$ cat config.mk
export PLATFORM = sky130hd
export DESIGN_NAME = tla_ga_com_resp
export DESIGN_NICKNAME = d
export VERILOG_FILES = /design/src/rtl/tla_pkg.sv /design/src/rtl/tla_pulse_stretch.sv /design/src/rtl/tla_ga_com_resp.sv
export SDC_FILE = /design/constraint.sdc
export NUM_CORES = 1
export LEC_CHECK = 0
export CORE_MARGIN = 1
export CORE_UTILIZATION = 53
export DETAILED_ROUTE_END_ITERATION = 6
export PLACE_DENSITY = 0.76
export SLEW_MARGIN = 20
export SYNTH_ARGS = -nofsm -noshare
export SYNTH_HDL_FRONTEND = slang
export SYNTH_SLANG_ARGS = --single-unit
$ cat constraint.sdc
create_clock -name Ga_clk200 -period 3.3 [get_ports Ga_clk200]
set_input_delay 0.33 -clock Ga_clk200 [delete_from_list [all_inputs] [get_ports Ga_clk200]]
set_output_delay 0.33 -clock Ga_clk200 [all_outputs]
set_load 0.01 [all_outputs]
$ cat src/rtl/tla_pkg.sv
// Shared constants for the Ga-domain open/close responder: status codes,
// FSM encoding and default widths.
package tla_pkg;

    localparam int unsigned LDD0_0_DEF   = 32;
    localparam int unsigned TOP0_0_DEF   = 3;
    localparam int unsigned DONE_STR_DEF = 4;

    // Status codes returned to the Gc side on Ga_wdis
    localparam logic [2:0] ST_IDLE   = 3'b000;
    localparam logic [2:0] ST_RUN    = 3'b001;
    localparam logic [2:0] ST_STOP   = 3'b010;
    localparam logic [2:0] ST_CLOSED = 3'b011;
    localparam logic [2:0] ST_ERR    = 3'b100;

    localparam logic [1:0] S_IDLE = 2'b00;
    localparam logic [1:0] S_RUN  = 2'b01;
    localparam logic [1:0] S_STOP = 2'b10;

endpackage

$ cat src/rtl/tla_pulse_stretch.sv
// Down-counter pulse stretcher: a one-cycle trigger becomes a registered
// LEN-cycle pulse; a retrigger while active reloads the count.
module tla_pulse_stretch
    import tla_pkg::*;
#(
    parameter int unsigned LEN = DONE_STR_DEF
) (
    input  logic clk,
    input  logic rst,
    input  logic trig,
    output logic pulse
);

    localparam int unsigned CW = $clog2(LEN + 1);

    logic [CW-1:0] cnt;

    always_ff @(posedge clk or posedge rst) begin
        if (rst) begin
            cnt   <= '0;
            pulse <= 1'b0;
        end else begin
            pulse <= trig || (cnt > CW'(1));
            if (trig) begin
                cnt <= CW'(LEN);
            end else if (cnt != '0) begin
                cnt <= cnt - CW'(1);
            end
        end
    end

endmodule

$ cat src/rtl/tla_ga_com_resp.sv
// Ga_clk200 responder: runs a periodic gate train between open and close
// commands and returns a held status code plus a stretched done pulse.
module tla_ga_com_resp
    import tla_pkg::*;
#(
    parameter int unsigned LDD0_0   = LDD0_0_DEF,
    parameter int unsigned TOP0_0   = TOP0_0_DEF,
    parameter int unsigned DONE_STR = DONE_STR_DEF
) (
    input  logic              Ga_clk200,
    input  logic              Ga_rst,
    input  logic              Ga_com_open,
    input  logic              Ga_com_close,
    input  logic [TOP0_0-1:0] Ga_com_wdis,
    input  logic [LDD0_0-1:0] Ga_com_plus,
    output logic              Ga_gate,
    output logic              Ga_busy,
    output logic [15:0]       Ga_period_cnt,
    output logic [TOP0_0-1:0] Ga_wdis,
    output logic              Ga_done
);

    logic [1:0]        state, state_nxt;
    logic [LDD0_0-1:0] p_reg, p_nxt;
    logic [LDD0_0-1:0] weff_reg, weff_nxt;
    logic [LDD0_0-1:0] phase, phase_nxt;
    logic              gate_nxt, busy_nxt;
    logic [15:0]       cnt_nxt;
    logic [TOP0_0-1:0] wdis_nxt;
    logic              done_trig_c;

    logic [LDD0_0-1:0] w_c, plus_m1_c, weff_c, phase_inc_c;
    logic [15:0]       cnt_inc_c;
    logic              last_c, gate_on_c;

    // Effective width is capped at P-1 so every period has at least one low cycle
    assign w_c         = LDD0_0'(1) << Ga_com_wdis;
    assign plus_m1_c   = Ga_com_plus - LDD0_0'(1);
    assign weff_c      = (w_c < plus_m1_c) ? w_c : plus_m1_c;
    assign last_c      = (phase == p_reg - LDD0_0'(1));
    assign gate_on_c   = (p_reg == LDD0_0'(1)) || (phase < weff_reg);
    assign phase_inc_c = last_c ? '0 : phase + LDD0_0'(1);
    assign cnt_inc_c   = (Ga_period_cnt == 16'hFFFF) ? Ga_period_cnt : Ga_period_cnt + 16'd1;

    always_ff @(posedge Ga_clk200 or posedge Ga_rst) begin
        if (Ga_rst) begin
            state         <= S_IDLE;
            p_reg         <= '0;
            weff_reg      <= '0;
            phase         <= '0;
            Ga_gate       <= 1'b0;
            Ga_busy       <= 1'b0;
            Ga_period_cnt <= '0;
            Ga_wdis       <= TOP0_0'(ST_IDLE);
        end else begin
            state         <= state_nxt;
            p_reg         <= p_nxt;
            weff_reg      <= weff_nxt;
            phase         <= phase_nxt;
            Ga_gate       <= gate_nxt;
            Ga_busy       <= busy_nxt;
            Ga_period_cnt <= cnt_nxt;
            Ga_wdis       <= wdis_nxt;
        end
    end

    always_comb begin
        state_nxt   = state;
        p_nxt       = p_reg;
        weff_nxt    = weff_reg;
        phase_nxt   = phase;
        gate_nxt    = 1'b0;
        cnt_nxt     = Ga_period_cnt;
        wdis_nxt    = Ga_wdis;
        done_trig_c = 1'b0;

        case (state)
            S_IDLE: begin
                if (Ga_com_open && !Ga_com_close) begin
                    if (Ga_com_plus != '0) begin
                        state_nxt = S_RUN;
                        p_nxt     = Ga_com_plus;
                        weff_nxt  = weff_c;
                        phase_nxt = '0;
                        cnt_nxt   = '0;
                        wdis_nxt  = TOP0_0'(ST_RUN);
                    end else begin
                        wdis_nxt    = TOP0_0'(ST_ERR);
                        done_trig_c = 1'b1;
                    end
                end
            end
            S_RUN, S_STOP: begin
                gate_nxt  = gate_on_c;
                phase_nxt = phase_inc_c;
                if (last_c) begin
                    cnt_nxt = cnt_inc_c;
                end
                // A close on the last phase makes the current period the final one
                if ((state == S_STOP || Ga_com_close) && last_c) begin
                    state_nxt   = S_IDLE;
                    gate_nxt    = 1'b0;
                    phase_nxt   = '0;
                    wdis_nxt    = TOP0_0'(ST_CLOSED);
                    done_trig_c = 1'b1;
                end else if (state == S_RUN && Ga_com_close) begin
                    state_nxt = S_STOP;
                    wdis_nxt  = TOP0_0'(ST_STOP);
                end
            end
            default: begin
                state_nxt = S_IDLE;
            end
        endcase

        busy_nxt = (state_nxt != S_IDLE);
    end

    tla_pulse_stretch #(
        .LEN (DONE_STR)
    ) u_done_stretch (
        .clk   (Ga_clk200),
        .rst   (Ga_rst),
        .trig  (done_trig_c),
        .pulse (Ga_done)
    );

endmodule

Yosys cells after proc, flatten, opt, wreduce, memory -nomap -nowiden
Cells that the tools add are included.
{ "word_totals": {"reg_bits": 123, "latchBits": 0, "ram_bits": 0, "rom_bits": 0, "elab_cells": 76, "memories": 0} }
{ "op_classes": {"n_addsub": 5, "mul": 0, "n_div": 0, "order_cmp": 3, "eq_ne": 10, "shifts": 1, "n_mux": 29, "bitwise": 0, "reduce_logical": 18} }
{ "ops": {"columns": ["op", "n"], "rows": [
  ["$mux W32", 5],
  ["$lt A32 B32 Y1", 2],
  ["$mux W16", 4],
  ["$pmux W32 S2", 1],
  ["$sub A32 B1 Y32 const B", 2],
  ["$add A32 B1 Y32 const B", 1],
  ["$eq A32 B1 Y1 const B", 1],
  ["$eq A32 B32 Y1", 1],
  ["$pmux W16 S2", 1],
  ["$reduce_bool A32 Y1", 1],
  ["$shl A1 B3 Y32 const A", 1],
  ["$mux W3", 6],
  ["$add A16 B1 Y16 const B", 1],
  ["$eq A16 B16 Y1 const B", 1],
  ["$reduce_and A3 Y1", 3],
  ["$mux W2", 4],
  ["$ne A2 B2 Y1 const B", 4],
  ["$pmux W3 S2", 1],
  ["$reduce_bool A2 Y1", 3],
  ["$mux W1", 5],
  ["$reduce_and A5 Y1", 1],
  ["$pmux W2 S2", 1],
  ["$gt A3 B1 Y1 const B", 1],
  ["$logic_and A1 B1 Y1", 3],
  ["10 further kinds", 12]
]} }

Logic depth before layout (Yosys ltp)
Gate-level depths: netlist of the first run.
{ "logic_depth": {"depth_word": 6, "ltp_mapped": 15, "depth_no_buf": 13} }

By module
Synthesis of the first run repeated with hierarchy kept, for this count alone.
{ "hier_totals": {"cells_unflattened": 991, "area_unflattened_um2": 8354.3} }
{ "by_module_without_submodules": {"columns": ["module", "n_inst", "cells_per_inst", "area_each_um2"], "rows": [
  ["tla_ga_com_resp", 1, 969, 8120.3],
  ["tla_pulse_stretch", 1, 22, 234.0]
]} }

Least setup slack after synthesis of the first run
Ideal clock, no wire load.
{ "synth_path": {"path_type": "register -> register", "from": "register p_reg[14]", "to": "register Ga_period_cnt[8]", "setup_time_ns": 0.126, "arrival_ns": 3.223, "t_required_ns": 3.174, "slack_ns": -0.049, "path_stages_with_launch": 11, "period_less_slack_ns": 3.349, "path_cell_list": "dfrtp_1 > clkbuf_1 > or4_1 > nor3_2 > nor3b_2 > mux2_2 > a31o_2 > a221oi_1 > nand2_2 > o311a_1 > a221o_1"} }
{ "synth_via": {"elab_chain_len": 4} }
{ "synth_rtl": {"columns": ["element", "line", "rtl"], "rows": [
  ["start, declared", "tla_ga_com_resp.sv:24", "logic [LDD0_0-1:0] p_reg, p_nxt;"],
  ["start signal, assigned", "tla_ga_com_resp.sv:57", "p_reg <= p_nxt;"],
  ["$sub A32 B1 Y32", "tla_ga_com_resp.sv:40", "assign last_c = (phase == p_reg - LDD0_0'(1));"],
  ["$eq A32 B32 Y1", "tla_ga_com_resp.sv:40", null],
  ["$ne A2 B2 Y1 (no line)", null, null],
  ["$reduce_and A5 Y1 (no line)", null, null],
  ["end signal, assigned", "tla_ga_com_resp.sv:62", "Ga_period_cnt <= cnt_nxt;"],
  ["end, declared", "tla_ga_com_resp.sv:18", "output logic [15:0] Ga_period_cnt,"]
]} }
No other way between the ends.
A chain may end at the register's enable or synchronous reset.

Final worst setup path of the first run
{ "layout_path": {"from": "register p_reg[0]", "to": "register Ga_period_cnt[8]"} }
Same word-level chain as after synthesis.

==> results of run 1 <==
what timing repair did:
| action | in CTS | in global routing |
|---|---|---|
| pin swaps | 11 | 8 |
| setup buffers | 1 | 2 |
| setup endpoints to repair | 19 | 54 |
| hold endpoints to repair | 0 | 0 |
| gates resized for setup | 12 | 8 |
per-stage QoR:
stage               cells  cell area [um2]
floorplan             901             8212
global placement     1219             9764
detailed placement   1219             9764
CTS                  1251            10440
global route         1253            10500
finish               1253            10500
layout by cell type, fill, tap and decap left out, types with 10 or more instances in the layout:
| cell | count |
|---|---|
| a21o_1 | 13 |
| a21oi_1 | 19 |
| a31oi_1 | 11 |
| and3_1 | 14 |
| buf_4 | 102 |
| clkbuf_16 | 17 |
| clkdlybuf4s50_1 | 60 |
| dfrtp_1 | 123 |
| ha_1 | 50 |
| inv_1 | 49 |
| mux2_2 | 31 |
| nand2_1 | 69 |
| nand3_1 | 29 |
| nand4_1 | 30 |
| nor2_1 | 110 |
| nor3_1 | 23 |
| nor3b_1 | 11 |
| nor4_1 | 15 |
| o21ai_0 | 19 |
| or2_2 | 12 |
| or3_1 | 10 |
| xnor2_1 | 33 |
| xor2_1 | 41 |
layout make-up:
| class | count | area, um2 | share of cell area |
|---|---|---|---|
| repair buffers | 168 | 1478 | 0.1407 |
| flip-flops and latches | 123 | 3078 | 0.2931 |
| multi-input cells | 693 | 4903 | 0.4670 |
| clock inverters | 6 | 108.9 | 0.01037 |
| well taps | 188 | 235.2 | 0.02240 |
| clock buffers | 25 | 505.5 | 0.04814 |
| inverters | 50 | 191.4 | 0.01823 |
per-layer routing:
layer,up-vias,track usage,share of wire
met5,-,0,0
met4,0,0.1219,0.031
met3,53,0.04588,0.037
met2,191,0.4488,0.47
met1,3508,0.3658,0.46
li1,3541,-,-
report_power, final:
group          internal, mW  switching, mW  total (mW)
sequential             1.84          0.282        2.12
combinational          1.41           1.57        2.98
clock                  1.28          0.662        1.94
logic make-up (layout without fill, tap and decap cells):
group / after synthesis / after routing
AO/OA/AOI/OAI: 136 / 136
flip-flops: 123 / 123
adder cells (fa/ha/maj): 50 / 50
XOR/XNOR: 75 / 75
multiplexers: 39 / 39
AND/OR/NAND/NOR: 393 / 393
buffers and inverters: 85 / 249
worst register-to-register path, stage by stage (launching register included):
cell and delay, ns:
dfrtp_1 0.41, or4_4 0.54, or3_4 0.43, nor3_4 0.13, xnor2_1 0.10, or4_4 0.50, nor4_4 0.41, nand2_2 0.14
o311a_1 0.37, a221o_1 0.25
worst min-delay path by stage:
| stage | from | to | slack (ns) | cells after the start |
|---|---|---|---|---|
| 2_1_floorplan | Ga_com_plus[0] | p_reg[0]$_DFFE_PP0P_ | 0.45 | 2 |
| 3_3_place_gp | weff_reg[18]$_DFFE_PP0P_ | weff_reg[18]$_DFFE_PP0P_ | 0.48 | 2 |
| 3_5_place_dp | weff_reg[20]$_DFFE_PP0P_ | weff_reg[20]$_DFFE_PP0P_ | 0.48 | 2 |
| 4_1_cts | Ga_rst | u_done_stretch.cnt[0]$_DFFE_PP0P_ | 0.32 | 2 |
| 5_1_grt | Ga_rst | u_done_stretch.cnt[1]$_DFFE_PP0P_ | 0.35 | 2 |
| 6_report | Ga_rst | Ga_gate$_DFF_PP0_ | 0.30 | 2 |
==> flow_summary.toml, run 1 <==
[run_status]
status = "finished, violations left"
failed_checks = "setup timing"

[yosys]
synth_area_per_cell_um2 = 9.075
synth_fa_ha_area_frac = 0.07651
syn_area_mm2 = 0.008177
synth_edf_count = 0
yosys-top-cells-area = "dfrtp_1, ha_1, nor2_1"
seq_area_frac_synth = 0.3764
synth_cells = 901
synthMuxAreaShare = 0.05279
yosys.area.top_type = "dfrtp_1"
ys_warn_count = 0
yosys_register_bits = 123
synth_compound_area_frac = 0.1198
synthArstFlopShare = 1.000
synthXorXnorAreaFrac = 0.08034
synth-main-ff-cell = "dfrtp_1"
synth_nets = 990
synth_top_family_by_area = "simple AND/OR/NAND/NOR gates"
synthSimpleGateAreaFrac = 0.2542
yosysMostFrequentCell = "dfrtp_1"
ys_types = 78
synthTopCellsByCount = "dfrtp_1, nor2_1, nand2_1"
synth_top_cell_area_share = 0.3764

[setup_path]
path_class = "reg2reg"
worstSetupPathDepth = 9
critical_path.endpoint_type = "flop"
critPathMostFrequentCell = "or4_4"
critPathSlowestCell = "or4_4"
path_max_fanout = 5
required_ns = 3.61
endpoint = "Ga_period_cnt[8]$_DFFE_PP0P_"
startpoint = "p_reg[0]$_DFFE_PP0P_"
worst-path-buf-inv = 0
crit_chain = "or4_4 > or3_4 > nor3_4 > xnor2_1 > or4_4 > nor4_4 > nand2_2 > o311a_1 > a221o_1"
reg2reg_depth = 9
regToRegSetupSlack_ns = -0.07
r2r-end = "Ga_period_cnt[8]$_DFFE_PP0P_"
critical_path.max_stage_delay_ns = 0.54
r2r-start = "p_reg[0]$_DFFE_PP0P_"
startpoint_type = "flop"
critPathArrivalTime_ns = 3.68
critical-path-top-delay-family = "simple AND/OR/NAND/NOR gates"

[detailed_routing]
drc = 0
vias = 7293
drtIter0Drc = 454
drt.antenna.violating_nets = 0
first_pass_iters = 5
postRouteWirelength_um = 20660
wire_per_inst_um = 16.49
drt-vias-per-instance = 5.820

[sta]
hold_viol = 0
grt_setup_unrepaired = "yes"
finalClockSkew_ns = 0.008588
setup_slack_ns = -0.07048
fin_crit_sh = 1.021
setup_violations = 3
drv_slew = 0
whs_ns = 0.3027
relSlewSlack = 0.6336
tightest_slew_ns = 0.5496
fin_tns_setup_ns = -0.1661
period_needed_ns = 3.370
max_freq_ghz = 0.2967

[layout]
post-route-util = 0.6933
layout.nets = 1142
drive_gt1_frac = 0.2047
fillers = 1177
area_growth_pct = 28.42
diodes = 0

[cts]
cts-root-buf = "clkbuf_16"
clk_latency_ns = 0.42
clk_pin_slew_ns = 0.06
clock-sinks = 123
h-tree-depth = 4
cts_buffers = 17
hold_buffers = 0
cts_buffer_depth = 2
cts_tree = "yes"

[placement]
place_congestion = 0.9449
dp_hpwl_um = 15190
post-place-ws_ns = -0.2037
portBuffers = 60

[floorplanning]
core_mm2 = 0.01515
die_area_mm2 = 0.01593
die_h_um = 126.2
ios = 61
die_w_um = 126.2
rows = 45
initial_core_util = 0.5399

[global_routing]
grt_max_degree = 103
grt_usage = 0.2769
antenna_found_initial = 0
grt_pass1_wl_um = 34740
globalRouteOverflowTotal = 0
grt_pass1_vias = 7039

[flow_run]
max-cap-violations = 0

[pwr]
ir_worst_vdd_mv = 0.4534
power_mw = 7.045
power_density_mw_per_mm2 = 670.9
leakage_nw = 4.695

[worst_hold_path]
holdCritPathClass = "in2async"
Power figures use the tool's default switching activity.
==> inputs of run 2 (changes only) <==
--- a/config.mk
+++ b/config.mk
@@ -8,7 +8,9 @@
 export CORE_MARGIN = 1
 export CORE_UTILIZATION = 53
 export DETAILED_ROUTE_END_ITERATION = 6
+export GPL_ROUTABILITY_DRIVEN = 1
 export PLACE_DENSITY = 0.76
+export SETUP_SLACK_MARGIN = 0.05
 export SLEW_MARGIN = 20
 export SYNTH_ARGS = -nofsm -noshare
 export SYNTH_HDL_FRONTEND = slang
==> flow_summary.toml, run 2 (synthesis gave the netlist of run 1 again) <==
[run_status]
status = "finished, violations left"
failed_checks = "setup timing"

[global_routing]
grt.busiest_layer = "met2"
gr-usage-met1 = 0.3624
grt_max_degree = 124
grt_pass1_vias = 6916
grt_use_met2 = 0.4417
globalRouteOverflowTotal = 0
grt_usage = 0.2679
met3_usage = 0.04970
grt_pass1_wl_um = 33990
antenna_found_initial = 0

[sta]
whs_ns = 0.2858
tightest_slew_ns = 0.6950
hold_viol = 0
fin_tns_setup_ns = -0.01473
drv_slew = 0
finalClockSkew_ns = 0.007127
setup_violations = 1
period_needed_ns = 3.315
max_freq_ghz = 0.3017
grt_setup_unrepaired = "yes"
fin_crit_sh = 1.004
relSlewSlack = 0.5367
setup_slack_ns = -0.01473

[layout]
area_growth_pct = 29.21
mostFrequentLayoutCell = "dfrtp_1"
layout.nets = 1146
diodes = 0
drive_gt1_frac = 0.2159
most-common-layout-cells = "dfrtp_1, nor2_1, buf_4, nand2_1, clkdlybuf4s50_1"
stdcell_area_mm2 = 0.01057
post-route-util = 0.6976

[setup_path]
critical-path-top-delay-family = "simple AND/OR/NAND/NOR gates"
critical_path.endpoint_type = "flop"
critical_path.max_stage_delay_ns = 0.56
r2r-start = "p_reg[3]$_DFFE_PP0P_"
critPathMostFrequentCell = "buf_4"
endpoint = "Ga_period_cnt[8]$_DFFE_PP0P_"
path_class = "reg2reg"
regToRegSetupSlack_ns = -0.01
required_ns = 3.60
crit_chain = "buf_4 > nor4_4 > buf_4 > and2_1 > nand4_1 > mux2i_2 > or4_4 > nor4_4 > buf_4 > nand2_4 > o311a_1 > a221o_1"
worstSetupPathDepth = 12
startpoint = "p_reg[3]$_DFFE_PP0P_"
r2r-end = "Ga_period_cnt[8]$_DFFE_PP0P_"
reg2reg_depth = 12
startpoint_type = "flop"
critPathArrivalTime_ns = 3.61
path_max_fanout = 6
critPathSlowestCell = "or4_4"
worst-path-buf-inv = 3

[cts]
h-tree-depth = 4
clk_latency_ns = 0.42
hold_buffers = 0
cts_tree = "yes"
cts_buffer_depth = 2
cts_buffers = 17
cts-root-buf = "clkbuf_16"
clk_pin_slew_ns = 0.05
clock-sinks = 123

[worst_hold_path]
holdCritPathClass = "in2reg"
hold_depth = 4

[pwr]
leakage_nw = 4.743
ir_worst_vdd_mv = 0.5582
power_mw = 6.846
power_density_mw_per_mm2 = 648.0

[floorplanning]
initial_core_util = 0.5399
die_w_um = 126.2
core_mm2 = 0.01515
die_area_mm2 = 0.01593
die_h_um = 126.2
rows = 45
ios = 61

[placement]
portBuffers = 60
dp_hpwl_um = 14770
place_congestion = 0.9548
dpl_cell_area_mm2 = 0.009706

[detailed_routing]
first_pass_iters = 5
drt.antenna.violating_nets = 0
drc = 0
postRouteWirelength_um = 20300
vias = 7313
drt-vias-per-instance = 5.813
drtIter0Drc = 475
wire_per_inst_um = 16.13

[flow_run]
max-cap-violations = 0
-- run 2: what timing repair did --
| action | CTS | global route |
|---|---|---|
| buffers inserted | 5 | 9 |
| endpoints found under the setup margin | 44 | 65 |
| hold endpoints to repair | 0 | 0 |
| pin swaps | 8 | 13 |
| resized for setup | 11 | 28 |
-- run 2: layout make-up --
class | count | area (um2)
Clock inverter | 12 | 96.34
Clock buffer | 20 | 466.7
Timing Repair Buffer | 172 | 1520
Inverter | 50 | 191.4
Tap cell | 188 | 235.2
Fill cell | 1126 | 4581
Sequential cell | 123 | 3078
Multi-Input combinational cell | 693 | 4977
-- run 2: worst min-delay path by stage --
stage / slack [ns] / endpoint / start
finish: 0.29 / p_reg[1]$_DFFE_PP0P_ / Ga_com_plus[1]
global route: 0.30 / p_reg[1]$_DFFE_PP0P_ / Ga_com_plus[1]
CTS: 0.50 / Ga_gate$_DFF_PP0_ / Ga_rst
detailed placement: 0.48 / weff_reg[30]$_DFFE_PP0P_ / weff_reg[30]$_DFFE_PP0P_
global placement: 0.48 / weff_reg[14]$_DFFE_PP0P_ / weff_reg[14]$_DFFE_PP0P_
floorplan: 0.45 / p_reg[0]$_DFFE_PP0P_ / Ga_com_plus[0]
-- run 2: worst register-to-register path: cells and delay by family, from the launching register on --
kind | cells | cell delay [ns]
AO/OA/AOI/OAI | 2 | 0.53
multiplexers | 1 | 0.22
flip-flops | 1 | 0.39
buffers and inverters | 3 | 0.52
AND/OR/NAND/NOR | 6 | 1.55
-- run 2: per-stage QoR --
step / cells / setup WS, ns
after floorplan: 901 / 0.05668
after global placement: 1212 / -0.1934
after detailed placement: 1212 / -0.2925
after CTS: 1249 / -0.001672
after global routing: 1258 / -0.1556
final: 1258 / -0.01473
-- run 2: layer usage --
metal	part of all wire	vias to the layer above
li1	-	3544
met1	0.46	3544
met2	0.48	205
met3	0.047	20
met4	0.012	0
met5	0	-
-- run 2: where the power goes --
group | total [mW] | switching (mW) | leakage (nW) | internal [mW]
logic | 2.97 | 1.55 | 2.85 | 1.43
registers | 2.11 | 0.277 | 1.61 | 1.84
clock network | 1.76 | 0.673 | 0.278 | 1.09
==> inputs of run 3 (changes only) <==
--- a/config.mk
+++ b/config.mk
@@ -9,6 +9,7 @@
 export CORE_UTILIZATION = 53
 export DETAILED_ROUTE_END_ITERATION = 6
 export GPL_ROUTABILITY_DRIVEN = 1
+export GPL_TIMING_DRIVEN = 0
 export PLACE_DENSITY = 0.76
 export SETUP_SLACK_MARGIN = 0.05
 export SLEW_MARGIN = 20
==> flow_summary.toml, run 3 (synthesis gave the netlist of run 1 again) <==
[run_status]
status = "finished, violations left"
failed_checks = "setup timing"

[cts]
hold_buffers = 0
clock-sinks = 123
h-tree-depth = 4
cts_tree = "yes"
cts-root-buf = "clkbuf_16"
clk_latency_ns = 0.43
clk_pin_slew_ns = 0.06
cts_buffers = 17
cts_buffer_depth = 2

[detailed_routing]
wire_per_inst_um = 18.24
postRouteWirelength_um = 22300
drc = 0
vias = 7405
drtIter0Drc = 687
first_pass_iters = 7
drt-vias-per-instance = 6.055
drt.antenna.violating_nets = 0

[sta]
hold_viol = 0
relSlewSlack = 0.5398
max_freq_ghz = 0.2921
tightest_slew_ns = 0.6889
setup_slack_ns = -0.1234
grt_setup_unrepaired = "yes"
finalClockSkew_ns = 0.008844
setup_violations = 41
period_needed_ns = 3.423
fin_crit_sh = 1.037
drv_slew = 0

[setup_path]
worstSetupPathDepth = 14
critPathMostFrequentCell = "buf_6"
critical-path-top-delay-family = "simple AND/OR/NAND/NOR gates"
regToRegSetupSlack_ns = -0.12
path_max_fanout = 4
reg2reg_depth = 14
r2r-end = "u_done_stretch.pulse$_DFF_PP0_"
crit_chain = "or4_4 > nor3_4 > buf_6 > nand4_1 > buf_6 > mux2i_4 > a311oi_4 > a211oi_2 > nand4_1 > buf_6 > buf_6 > buf_6 > nor3b_4 > or4_1"
critPathArrivalTime_ns = 3.72
required_ns = 3.60
critical_path.max_stage_delay_ns = 0.59
critical_path.endpoint_type = "flop"
path_class = "reg2reg"
startpoint_type = "flop"
critPathSlowestCell = "or4_4"
r2r-start = "p_reg[4]$_DFFE_PP0P_"
worst-path-buf-inv = 5

[floorplanning]
die_h_um = 126.2
ios = 61
core_mm2 = 0.01515
rows = 45
die_area_mm2 = 0.01593
die_w_um = 126.2
initial_core_util = 0.5399

[flow_run]
max-cap-violations = 0

[layout]
area_growth_pct = 31.31
mostFrequentLayoutCell = "dfrtp_1"
final_cells = 1223
layout.nets = 1111
diodes = 0
most-common-layout-cells = "dfrtp_1, nor2_1, nand2_1, clkdlybuf4s50_1, ha_1"
post-route-util = 0.7089
fillers = 1075
drive_gt1_frac = 0.2280

[global_routing]
globalRouteOverflowTotal = 0
grt_pass1_vias = 6851
grt_usage = 0.2712
antenna_found_initial = 0
grt_max_degree = 35
grt_pass1_wl_um = 34030

[pwr]
power_density_mw_per_mm2 = 668.0
leakage_nw = 4.557
ir_worst_vdd_mv = 0.4543

[placement]
dpl.cell_count = 1152
dp_hpwl_um = 14670
portBuffers = 60
place_congestion = 0.9350

[worst_hold_path]
min_from = "Ga_com_plus[0]"
holdCritPathClass = "in2reg"
whs_endpoint = "p_reg[0]$_DFFE_PP0P_"
hold_depth = 3
## run 3: worst max-delay path by stage
stage	slack (ns)	start	endpoint
after floorplan	0.06	p_reg[14]$_DFFE_PP0P_	Ga_period_cnt[9]$_DFFE_PP0P_
after global placement	-0.88	Ga_com_plus[0]	weff_reg[3]$_DFFE_PP0P_
final	-0.12	p_reg[4]$_DFFE_PP0P_	u_done_stretch.pulse$_DFF_PP0_
after global routing	-0.24	p_reg[4]$_DFFE_PP0P_	Ga_period_cnt[14]$_DFFE_PP0P_
after detailed placement	-0.91	Ga_com_plus[0]	weff_reg[3]$_DFFE_PP0P_
after CTS	-0.19	p_reg[1]$_DFFE_PP0P_	Ga_period_cnt[6]$_DFFE_PP0P_
## run 3: repair_timing
action,4_1_cts,5_1_grt
gates cloned,0,5
pin swaps,16,67
resized for setup,48,138
endpoints found under the setup margin,73,96
endpoints found under the hold margin,0,0
buffers inserted,15,23
## run 3: final cells by class
cell class | instances | area [um2] | share of cell area
Clock buffer | 22 | 484.2 | 0.04510
Tap cell | 188 | 235.2 | 0.02191
Multi-Input combinational cell | 693 | 5344 | 0.4977
Clock inverter | 10 | 115.1 | 0.01072
Buffer | 31 | 202.7 | 0.01888
Sequential cell | 123 | 3090 | 0.2878
Timing Repair Buffer | 106 | 1074 | 0.09999
Inverter | 50 | 191.4 | 0.01783
## run 3: layer usage
| metal | vias to the layer above | track usage | part of all wire |
|---|---|---|---|
| li1 | 3474 | - | - |
| met1 | 3582 | 0.3615 | 0.43 |
| met2 | 285 | 0.4309 | 0.48 |
| met3 | 64 | 0.04715 | 0.054 |
| met4 | 0 | 0.1254 | 0.030 |
| met5 | - | 0 | 0 |
## run 3: per-stage QoR
step	setup slack, ns	TNS, ns	area (um2)	hold slack, ns	power (mW)
after floorplan	0.05668	0	8218	0.4468	3.818
after global placement	-0.8782	-59.93	9054	0.4747	4.421
after detailed placement	-0.9066	-62.98	9114	0.4821	4.493
after CTS	-0.1883	-5.508	10000	0.3706	6.597
after global routing	-0.2418	-8.527	10740	0.3030	7.550
final	-0.1234	-2.976	10740	0.3055	7.172
## run 3: power by group
group          switching [mW]  leakage (nW)  internal [mW]
Combinational            1.62          2.67           1.36
Sequential              0.457          1.60           1.85
Clock                   0.701         0.288           1.19
Total                    2.78          4.56           4.39
## run 3: worst min-delay path, cell delays in order
cell and delay, ns:
dlymetal6s2s_1 0.20, nand2_1 0.08, o21ai_0 0.07
